==> src/rtl/ysyx_24110006_lsu.sv <==
// Load/store stage: one bus transaction per load/store, lane alignment of store
// data/strobes, load extension, misalign/fault exceptions, writeback bundle out.
module ysyx_24110006_lsu #(
    parameter int          XLEN        = 32,
    parameter logic [3:0]  MCAUSE_LMIS = 4'd4,
    parameter logic [3:0]  MCAUSE_LFLT = 4'd5,
    parameter logic [3:0]  MCAUSE_SMIS = 4'd6,
    parameter logic [3:0]  MCAUSE_SFLT = 4'd7
) (
    input  logic            i_clock,
    input  logic            i_reset,
    input  logic            i_valid,
    output logic            o_ready,
    input  logic            i_flush,
    input  logic [XLEN-1:0] i_result,
    input  logic            i_mem_ren,
    input  logic            i_mem_wen,
    input  logic [3:0]      i_mem_wmask,
    input  logic [2:0]      i_mem_read_t,
    input  logic [XLEN-1:0] i_mem_wdata,
    input  logic [4:0]      i_reg_rd,
    input  logic            i_reg_wen,
    input  logic [XLEN-1:0] i_pc,
    input  logic [1:0]      i_csr_t,
    input  logic [11:0]     i_csr,
    input  logic            i_exception,
    input  logic [3:0]      i_mcause,
    output logic            o_valid,
    input  logic            i_ready,
    output logic [XLEN-1:0] o_result,
    output logic [4:0]      o_reg_rd,
    output logic            o_reg_wen,
    output logic [XLEN-1:0] o_pc,
    output logic [1:0]      o_csr_t,
    output logic [11:0]     o_csr,
    output logic            o_exception,
    output logic [3:0]      o_mcause,
    output logic [XLEN-1:0] o_badaddr,
    output logic            o_bus_req_valid,
    input  logic            i_bus_req_ready,
    output logic [XLEN-1:0] o_bus_addr,
    output logic            o_bus_wen,
    output logic [XLEN-1:0] o_bus_wdata,
    output logic [3:0]      o_bus_wstrb,
    output logic [1:0]      o_bus_size,
    input  logic            i_bus_resp_valid,
    output logic            o_bus_resp_ready,
    input  logic [XLEN-1:0] i_bus_rdata,
    input  logic            i_bus_resp_err
);

    typedef enum logic [1:0] {IDLE, REQ, WAIT, DONE} state_t;

    state_t      state, state_next;
    logic        accept;
    logic        is_store;
    logic        is_mem;
    logic [1:0]  in_size;
    logic        in_misaligned;
    logic        issue;
    logic        killed;
    logic [2:0]  read_type;

    function automatic logic [XLEN-1:0] load_extend(input logic [XLEN-1:0] rdata,
                                                    input logic [1:0]      offset,
                                                    input logic [2:0]      rtype);
        logic [XLEN-1:0] shifted;
        shifted = rdata >> {offset, 3'b000};
        case (rtype)
            3'b000:  load_extend = {{(XLEN-8){shifted[7]}}, shifted[7:0]};
            3'b001:  load_extend = {{(XLEN-16){shifted[15]}}, shifted[15:0]};
            3'b100:  load_extend = {{(XLEN-8){1'b0}}, shifted[7:0]};
            3'b101:  load_extend = {{(XLEN-16){1'b0}}, shifted[15:0]};
            default: load_extend = shifted;
        endcase
    endfunction

    assign o_ready          = (state == IDLE) | ((state == DONE) & i_ready);
    assign accept           = i_valid & o_ready & ~i_flush;
    assign o_valid          = (state == DONE);
    assign o_bus_req_valid  = (state == REQ);
    assign o_bus_resp_ready = (state == WAIT);

    // Access width: loads decode funct3, stores decode the byte mask.
    always_comb begin
        in_size = 2'd2;
        if (i_mem_ren) begin
            case (i_mem_read_t[1:0])
                2'b00:   in_size = 2'd0;
                2'b01:   in_size = 2'd1;
                default: in_size = 2'd2;
            endcase
        end else begin
            case (i_mem_wmask)
                4'b0001: in_size = 2'd0;
                4'b0011: in_size = 2'd1;
                default: in_size = 2'd2;
            endcase
        end
    end

    assign is_store      = i_mem_wen & ~i_mem_ren;
    assign is_mem        = i_mem_ren | i_mem_wen;
    assign in_misaligned = ((in_size == 2'd1) & i_result[0]) |
                           ((in_size == 2'd2) & (|i_result[1:0]));
    assign issue         = ~i_exception & is_mem & ~in_misaligned;

    always_comb begin
        state_next = state;
        case (state)
            IDLE: if (accept) state_next = issue ? REQ : DONE;
            REQ: begin
                if (i_bus_req_ready) state_next = WAIT;
                else if (i_flush)    state_next = IDLE;
            end
            WAIT: if (i_bus_resp_valid) state_next = (killed | i_flush) ? IDLE : DONE;
            DONE: begin
                if (i_flush | i_ready) begin
                    if (accept) state_next = issue ? REQ : DONE;
                    else        state_next = IDLE;
                end
            end
            default: state_next = IDLE;
        endcase
    end

    always_ff @(posedge i_clock or negedge i_reset) begin
        if (!i_reset) state <= IDLE;
        else          state <= state_next;
    end

    always_ff @(posedge i_clock or negedge i_reset) begin
        if (!i_reset) begin
            o_result    <= '0;
            o_reg_rd    <= '0;
            o_reg_wen   <= 1'b0;
            o_pc        <= '0;
            o_csr_t     <= '0;
            o_csr       <= '0;
            o_exception <= 1'b0;
            o_mcause    <= '0;
            o_badaddr   <= '0;
            o_bus_addr  <= '0;
            o_bus_wen   <= 1'b0;
            o_bus_wdata <= '0;
            o_bus_wstrb <= '0;
            o_bus_size  <= '0;
            read_type   <= '0;
            killed      <= 1'b0;
        end else begin
            if (accept) begin
                o_result    <= i_result;
                o_reg_rd    <= i_reg_rd;
                o_reg_wen   <= i_reg_wen & ~(issue & is_store);
                o_pc        <= i_pc;
                o_csr_t     <= i_csr_t;
                o_csr       <= i_csr;
                o_exception <= i_exception;
                o_mcause    <= i_mcause;
                o_badaddr   <= '0;
                o_bus_addr  <= i_result;
                o_bus_wen   <= issue & is_store;
                o_bus_wdata <= i_mem_wdata << {i_result[1:0], 3'b000};
                o_bus_wstrb <= (issue & is_store) ? (i_mem_wmask << i_result[1:0]) : 4'b0000;
                o_bus_size  <= in_size;
                read_type   <= i_mem_read_t;
                killed      <= 1'b0;
                if (~i_exception & is_mem & in_misaligned) begin
                    o_exception <= 1'b1;
                    o_mcause    <= i_mem_ren ? MCAUSE_LMIS : MCAUSE_SMIS;
                    o_badaddr   <= i_result;
                    o_reg_wen   <= 1'b0;
                end
            end
            // A flush after the request handshake must still drain the response.
            if (state == REQ && i_bus_req_ready) killed <= i_flush;
            if (state == WAIT) begin
                if (i_flush) killed <= 1'b1;
                if (i_bus_resp_valid) begin
                    if (i_bus_resp_err) begin
                        o_exception <= 1'b1;
                        o_mcause    <= o_bus_wen ? MCAUSE_SFLT : MCAUSE_LFLT;
                        o_badaddr   <= o_bus_addr;
                        o_reg_wen   <= 1'b0;
                    end else if (o_bus_wen) begin
                        o_result <= o_bus_addr;
                    end else begin
                        o_result <= load_extend(i_bus_rdata, o_bus_addr[1:0], read_type);
                    end
                end
            end
        end
    end

endmodule

==> config.mk <==
export PLATFORM = sky130hd
export DESIGN_NAME = ysyx_24110006_lsu
export DESIGN_NICKNAME = d
export VERILOG_FILES = /design/src/rtl/ysyx_24110006_lsu.sv
export SDC_FILE = /design/constraint.sdc
export NUM_CORES = 1
export LEC_CHECK = 0
export ABC_AREA = 1
export BUFFER_PORTS_ARGS = -buffer_cell sky130_fd_sc_hd__buf_2
export CORE_AREA = 2 2 128 180
export DETAILED_ROUTE_END_ITERATION = 6
export DIE_AREA = 0 0 130 182
export GPL_TIMING_DRIVEN = 0
export PLACE_DENSITY = 0.76
export SLEW_MARGIN = 20
export SYNTH_ARGS = -nofsm -noshare
export SYNTH_HDL_FRONTEND = slang
export SYNTH_SLANG_ARGS = --single-unit
export TNS_END_PERCENT = 20
==> constraint.sdc <==
create_clock -name i_clock -period 1.5 [get_ports i_clock]
set_clock_uncertainty 0.2 [all_clocks]
set_input_delay 0.075 -clock i_clock [delete_from_list [all_inputs] [get_ports i_clock]]
set_output_delay 0.075 -clock i_clock [all_outputs]
set_load 0.1 [all_outputs]
# Word-level counts from Yosys, hierarchy flattened
# Index checks and enable logic that the tools add are counted.
# Widths: inputs -> output; s select.
# word_totals
elab_cells	107
input_bits	170
regBits	198
output_inout_bits	196
# classes
shifts	3
n_mux	45
n_eq_ne	15
bitwise	21
n_reduce_logical	6
# ops
op	count
$mux 32	10
$pmux 32 s4	1
$shl 32x5->32	1
$shr 32x5->32	1
$mux 4	6
$mux 2	11
$mux 1	14
$and 1x1->1	11
$pmux 2 s2	2
$pmux 2 s4	1
$eq 2x1->1 const B	3
$eq 2x2->1 const B	3
$eq 3x3->1 const B	2
$not 1->1	5
$or 1x1->1	5
$eq 4x1->1 const B	1
$eq 4x2->1 const B	1
$logic_not 2->1	2
$ne 2x2->1 const B	2
$reduce_and 4->1	1
$shl 4x2->4	1
$eq 3x1->1 const B	1
$logic_not 3->1	1
$ne 3x2->1 const B	1
3 further kinds	3

# Logic depth before layout (Yosys ltp)
# Gate-level depths: netlist of the first run.
# depth
word_depth	16
ltp_mapped	12
depth_no_buf	11

# Worst setup path after synthesis of the first run
# No wires, ideal clock.
# synth_timing
path_kind	register -> register
from	register state[0]
to	register o_badaddr[10]
stages_incl_launch_ff	9
required_time_ps	1168
path_buffers	2
synth_period_minus_slack_ps	2320
arrival_time_ps	1988
slack_ps	-820
setup_time_ps	132
cell_sequence	dfrtp_1 -> inv_2 -> nand2_2 -> inv_1 -> nand3_2 -> inv_1 -> buf_2 -> buf_2 -> a22oi_1
# synth_between
elab_cells_between_ends	11
classes_between	2 x eq/ne; 4 x mux; 4 x bitwise; 1 x reduce/logical
# synth_lines
element	line	text
start, declared	54	state_t state, state_next;
start signal, assigned	129	else state <= state_next;
$eq 2x2->1	--	
net o_bus_resp_ready	47	output logic o_bus_resp_ready,
$mux 32	177	if (state == WAIT) begin
end signal, assigned	171	o_badaddr <= i_result;
end signal, assigned	183	o_badaddr <= o_bus_addr;
end, declared	38	output logic [XLEN-1:0] o_badaddr,
# The timed path passes the listed nets, and every way through them passes these cells.
# A chain may end at the register's enable or synchronous reset.

# Worst setup path in the final report of the first run
# layout_timing
from	register state[1]
to	register o_badaddr[19]
# layout_between
elab_chain_len	9
elab_cells_between_ends	11
classes_between	2 x eq/ne; 4 x mux; 4 x bitwise; 1 x reduce/logical
# layout_lines
element	line	text
$eq 2x2->1	78	assign o_ready = (state == IDLE) | ((state == DONE) & i_ready);
$and 1x1->1	78	
$or 1x1->1	78	
$and 1x1->1 (2 in series)	79	assign accept = i_valid & o_ready & ~i_flush;
$mux 32	151	if (accept) begin
$mux 32	180	if (i_bus_resp_err) begin
$mux 32	179	if (i_bus_resp_valid) begin
$mux 32 *	177	
# Mark *: on every way between the ends. The rest lies on a longest branch, timed or not.

==> impl_metrics.py, run 1 <==
metrics = {
    "cts": {
        "cts_tree": "done",
        "cts-root-buf": "clkbuf_16",
        "clock_path_buffers": 2,
        "cts_buffers": 17,
        "path_clk_slew_ps": 80,
        "h-tree-depth": 4,
        "clock_sinks": 198,
        "clk_latency_ps": 470,
    },
    "yosys": {
        "syn_nets": 1444,
        "synth_edf_count": 0,
        "syn_area_per_cell_sq_um": 7.641,
        "synth-seq-cells": 198,
        "syn_area_sq_mm": 0.009734,
        "synth_ff_type": "dfrtp_1",
        "yosys_warnings": 0,
        "async_flop_share": 1.000,
        "synth_seq_area_share": 0.5090,
        "yosysUniqueCellTypes": 35,
        "synth_cells": 1274,
    },
    "flow_run": {
        "drv_cap": 0,
    },
    "timing": {
        "fin_ws_ps": -494.2,
        "relSlewSlack": 0.4615,
        "tightest_slew_ps": 807.8,
        "finalHoldViolCount": 7,
        "fin_crit_sh": 1.329,
        "rsz0062_at_grt": "true",
        "max_freq_ghz": 0.5015,
        "setup_viol": 207,
        "slew_viol_final": 0,
        "fin_hold_ws_ps": -189.1,
        "min_period_ps": 1994,
    },
    "placed_design": {
        "dp_slack_ps": -510.4,
        "globalplace.congestion": 1.014,
        "io_buffers": 364,
        "dp_hpwl_um": 27640,
        "placedCellCount": 1941,
    },
    "floorplanning": {
        "start_util": 0.4384,
        "die_w_um": 130,
        "io_pins": 366,
        "rows": 65,
        "dieArea_sq_mm": 0.02366,
        "fp.dieH_um": 182,
        "core_region_area_sq_mm": 0.02220,
    },
    "cells_and_area": {
        "fin_cells": 2198,
        "drive_gt1_frac": 0.3726,
        "syn_to_final_growth_pct": 72.46,
        "fillers": 1407,
        "nets": 2052,
    },
    "detailed_routing": {
        "viasPerCell": 5.688,
        "first_pass_iters": 6,
        "via_count": 12500,
        "ant_nets": 0,
        "dr.first_iter.drc_count": 1102,
        "drcViolationCount": 0,
        "routedWlPerCell_um": 21.52,
        "wirelength_um": 47300,
    },
    "grt": {
        "grt-ovfl-total": 0,
        "grt_max_degree": 92,
        "grt_util_all_layers": 0.3523,
        "grt_pass1_vias": 11890,
        "grt_pass1_wl_um": 63230,
        "antenna_found_initial": 2,
    },
    "setup_path": {
        "cp_max_fo": 5,
        "startpoint_type": "register",
        "critPathCaptureType": "register",
        "critPathArrivalTime_ps": 2140,
        "crit_type": "reg2reg",
        "cp_data_required_time_ps": 1640,
    },
    "min_path": {
        "hold_class": "in2reg",
    },
    "status": {
        "outcome": "complete, but fails checks",
        "violations": "negative hold slack, negative setup slack",
    },
}
path summary, 6_finish.rpt:
check                                      from               to  slack [ps]  cells after the start
worst max-delay path                   state[1]    o_badaddr[19]        -490                      8
worst min-delay path                    i_flush           killed        -190                      3
worst max register to register         state[1]    o_badaddr[19]        -490                      8
worst min register to register  o_bus_wdata[22]  o_bus_wdata[22]         290                      2
max in group asynchronous               i_reset           killed         300                      3
min in group asynchronous               i_reset         o_pc[11]          10                      3
registers in the layout, summed over array words and instances (netlist names), 2 cells and up:
signal and count:
o_badaddr 32, o_bus_addr 32, o_bus_size 2, o_bus_wdata 32, o_bus_wstrb 4, o_csr 12
o_csr_t 2, o_mcause 4, o_pc 32, o_reg_rd 5, o_result 32, read_type 3
state 2
stage by stage:
stage / setup TNS (ps) / cell area, sq um / hold WS [ps] / utilization
6_report: -76510 / 16790 / -189.1 / 0.7561
5_1_grt: -79240 / 16790 / -155.5 / 0.7561
4_1_cts: -56750 / 15330 / -271.3 / 0.6906
3_5_place_dp: -73680 / 12110 / -279.7 / 0.5454
3_3_place_gp: -704810 / 12040 / 67.57 / 0.5425
2_1_floorplan: -111900 / 9846 / -420.6 / -
cells in the mapped netlist (all sizes together), types with 2 or more instances:
cell	number	area share
nand2	523	0.20
dfrtp	198	0.51
inv	102	0.040
o21ai	96	0.051
a21oi	74	0.039
nand3	67	0.035
buf	51	0.028
nor2	44	0.017
a22oi	34	0.026
clkbuf	30	0.012
nand4	14	0.0090
a31oi	9	0.0058
o31ai	8	0.0067
nor3	6	0.0042
a2bb2oi	3	0.0027
a32oi	3	0.0027
o22ai	3	0.0019
a211oi	2	0.0015
o2111ai	2	0.0018
o21bai	2	0.0015
placed cells by master, fill, tap and decap left out, types with 12 or more instances in the layout:
cell / count
nand4_1: 14
clkbuf_4: 168
buf_4: 54
a22oi_1: 28
o21ai_0: 52
dfrtp_1: 194
inv_1: 88
nand2_4: 19
nor2_4: 13
clkbuf_16: 33
a21oi_2: 29
buf_12: 19
a21oi_1: 42
o21ai_1: 26
nand2_2: 48
buf_6: 20
buf_8: 12
o21ai_2: 17
dlygate4sd3_1: 171
nor2_1: 21
nand2_1: 456
nand3_1: 55
buf_2: 179
repair_timing:
item,4_1_cts,5_1_grt
gates cloned,7,13
hold buffers,171,2
endpoints found under the hold margin,393,7
buffers inserted,20,11
setup endpoints to repair,392,411
resized for setup,189,413
pin swaps,20,39
layer usage:
metal  global-route usage  share of wire  vias to the layer above
met5                    0              0                        -
met3              0.07602          0.082                      309
met1               0.3802           0.33                     5921
met4               0.2176          0.085                        0
met2               0.6178           0.51                      938
li1                     -              -                     5334
cell type report:
cell class                 instances  area, sq um  area share
timing repair buffer             588         4938      0.2942
buffer                            80        804.5     0.04792
antenna                            2        5.005   0.0002981
sequential                       198         4960      0.2954
multi-input combinational        894         4736      0.2821
timing repair inverter             1        6.256   0.0003727
inverter                         102        404.1     0.02407
tap                              301        376.6     0.02243
clock buffer                      18        439.2     0.02616
clock inverter                    14        117.6    0.007006
critical path: stages, from the launching register on:
cell and delay [ps]:
dfrtp_1 460, nand2_2 120, o21ai_4 210, nand2_4 120
buf_4 200, clkbuf_16 170, clkbuf_16 170, a21oi_2 130
a22oi_1 100
logic make-up (layout without fill, tap and decap cells):
family / count (synthesis) / count (layout) / synth area share
and+or+nand+nor: 655 / 656 / 0.2701
AOI/OAI and AO/OA: 237 / 237 / 0.1410
DFF: 198 / 198 / 0.5090
buffers and inverters: 183 / 803 / 0.07892
muxes: 1 / 1 / 0.001028
other: 0 / 2 / 0
Power of run 1 is not shown: default switching activity piles up to over one toggle a cycle in this logic, so the estimate is an artifact.
==> inputs of run 2 (changes only) <==
ABC_AREA = 0   (was 1)
CORE_AREA = 2 2 127 178   (was 2 2 128 180)
DIE_AREA = 0 0 129 180   (was 0 0 130 182)
==> impl_metrics.py, run 2 <==
metrics = {
    "timing": {
        "min_period_ps": 2084,
        "fin_crit_sh": 1.389,
        "fin_hold_ws_ps": -574.0,
        "finalHoldViolCount": 108,
        "fin_ws_ps": -584.0,
        "setup_viol": 205,
        "max_freq_ghz": 0.4798,
        "tightest_slew_ps": 726.6,
        "rsz0062_at_grt": "true",
        "relSlewSlack": 0.5156,
        "slew_viol_final": 0,
    },
    "cells_and_area": {
        "final_common_cell": "nand2_1",
        "nets": 1750,
        "syn_to_final_growth_pct": 64.45,
        "drive_gt1_frac": 0.3741,
        "final_cell_mix": "nand2_1 (322), dfrtp_1 (194), buf_2 (171)",
        "stdcell_area_sq_mm": 0.01577,
    },
    "yosys": {
        "async_flop_share": 1.000,
        "syn_area_per_cell_sq_um": 9.449,
        "syn_nets": 1185,
        "synth_seq_area_share": 0.5166,
        "synth_most_common_cell": "nand2_1",
        "synth-seq-cells": 198,
        "ys_top_cells_by_count": "nand2_1 (337), dfrtp_1 (198), mux2i_1 (44)",
        "synth_ff_type": "dfrtp_1",
        "syn_area_sq_mm": 0.009590,
        "synth_cells": 1015,
        "synth_edf_count": 0,
        "yosys_warnings": 0,
        "synth_area_leader_cell": "dfrtp_1",
        "synth.area.top_cells": "dfrtp_1 (52%), nand2_1 (13%), mux2i_1 (4.6%)",
        "yosys.area.top_type_share": 0.5166,
        "yosysUniqueCellTypes": 63,
    },
    "detailed_routing": {
        "first_pass_iters": 6,
        "ant_nets": 0,
        "drcViolationCount": 0,
        "dr.first_iter.drc_count": 1021,
        "viasPerCell": 5.755,
        "wirelength_um": 41350,
        "routedWlPerCell_um": 21.81,
        "via_count": 10910,
    },
    "setup_path": {
        "cp_max_fo": 6,
        "crit_path_cell_trace": "buf_6 > or2_4 > a21o_4 > buf_12 > clkbuf_16 > and3_4 > a221o_1",
        "critPathCaptureType": "register",
        "crit_type": "reg2reg",
        "cp_data_required_time_ps": 1620,
        "cp_slowest_cell": "dfrtp_1",
        "slowest_delay_ps": 370,
        "startpoint_type": "register",
        "critPathArrivalTime_ps": 2200,
    },
    "cts": {
        "cts_tree": "done",
        "path_clk_slew_ps": 70,
        "cts-root-buf": "clkbuf_16",
        "h-tree-depth": 4,
        "cts_buffers": 17,
        "clock_path_buffers": 2,
        "clock_sinks": 198,
        "postCtsHoldBufs": 146,
        "clk_latency_ps": 450,
    },
    "floorplanning": {
        "dieArea_sq_mm": 0.02322,
        "start_util": 0.4419,
        "core_region_area_sq_mm": 0.02170,
        "io_pins": 366,
        "rows": 64,
        "die_w_um": 129,
        "fp.dieH_um": 180,
    },
    "grt": {
        "grt_max_degree": 92,
        "grt_util_all_layers": 0.3334,
        "grt_pass1_vias": 10720,
        "use_met3": 0.05893,
        "grt_util_met2": 0.5619,
        "antenna_found_initial": 6,
        "busiest_layer": "met2",
        "met1_usage": 0.3848,
        "grt_pass1_wl_um": 59340,
        "grt-ovfl-total": 0,
    },
    "placed_design": {
        "dp_hpwl_um": 26220,
        "io_buffers": 364,
        "globalplace.congestion": 0.9379,
        "place_area_sq_mm": 0.01203,
    },
    "min_path": {
        "hold_class": "in2async",
    },
    "status": {
        "violations": "negative hold slack, negative setup slack",
        "outcome": "complete, but fails checks",
    },
    "flow_run": {
        "drv_cap": 0,
    },
}
run 2: final timing paths:
kind	startpoint	endpoint	slack [ps]	depth (start not counted)
hold reg to reg	o_pc[27]	o_pc[27]	270	2
max in group asynchronous	i_reset	read_type[1]	580	5
setup / recovery	state[1]	o_badaddr[26]	-580	7
hold / removal	i_reset	o_badaddr[19]	-570	3
min in group i_clock	i_mem_ren	o_bus_size[1]	-10	3
setup reg to reg	state[1]	o_badaddr[26]	-580	7
run 2: final cells by class:
cell class | count | area, sq um
Buffer | 79 | 794.5
Antenna cell | 6 | 15.01
Sequential cell | 198 | 4965
Fill cell | 1425 | 5929
Inverter | 16 | 60.06
Multi-Input combinational cell | 723 | 4627
Timing Repair Buffer | 545 | 4384
Clock inverter | 13 | 111.4
Clock buffer | 19 | 442.9
Tap cell | 297 | 371.6
run 2: kinds of logic (layout without fill, tap and decap cells):
group,Yosys count,count (layout),share of synthesized area
and+or+nand+nor,445,445,0.2012
muxes,65,65,0.07645
other,0,6,0
buffers and inverters,95,672,0.04162
AOI/OAI and AO/OA,212,213,0.1641
DFF,198,198,0.5166
run 2: through the flow:
| step | cells | utilization | hold WS [ps] | setup WS, ps | TNS (ps) |
|---|---|---|---|---|---|
| after detailed placement | 1678 | 0.5545 | -230.3 | -1062 | -163560 |
| after global routing | 1895 | 0.7266 | -558.2 | -650.8 | -103770 |
| after global placement | 1676 | 0.5515 | 64.86 | -3881 | -793740 |
| final | 1896 | 0.7268 | -574.0 | -584.0 | -92440 |
| after floorplan | 1015 | - | -420.6 | -480.1 | -82250 |
| after CTS | 1869 | 0.6711 | -569.8 | -542.6 | -96660 |
run 2: timing repair:
item / 4_1_cts / 5_1_grt
pin swaps: 20 / 20
buffers inserted: 9 / 16
gates cloned: 4 / 5
endpoints found under the setup margin: 386 / 394
endpoints found under the hold margin: 297 / 107
resized for setup: 118 / 359
run 2: critical path: cells and delay by family, from the launching register on:
kind	cells	cell delay [ps]
flip-flops	1	370
AO/OA/AOI/OAI	2	530
AND/OR/NAND/NOR	2	420
buffers and inverters	3	430
run 2: layer usage:
layer | wire length (um) | share of wire
met3 | 3189 | 0.077
met4 | 3150 | 0.076
met5 | 0 | 0
met1 | 14240 | 0.34
met2 | 20770 | 0.50
Power of run 2 is left out for the same reason.
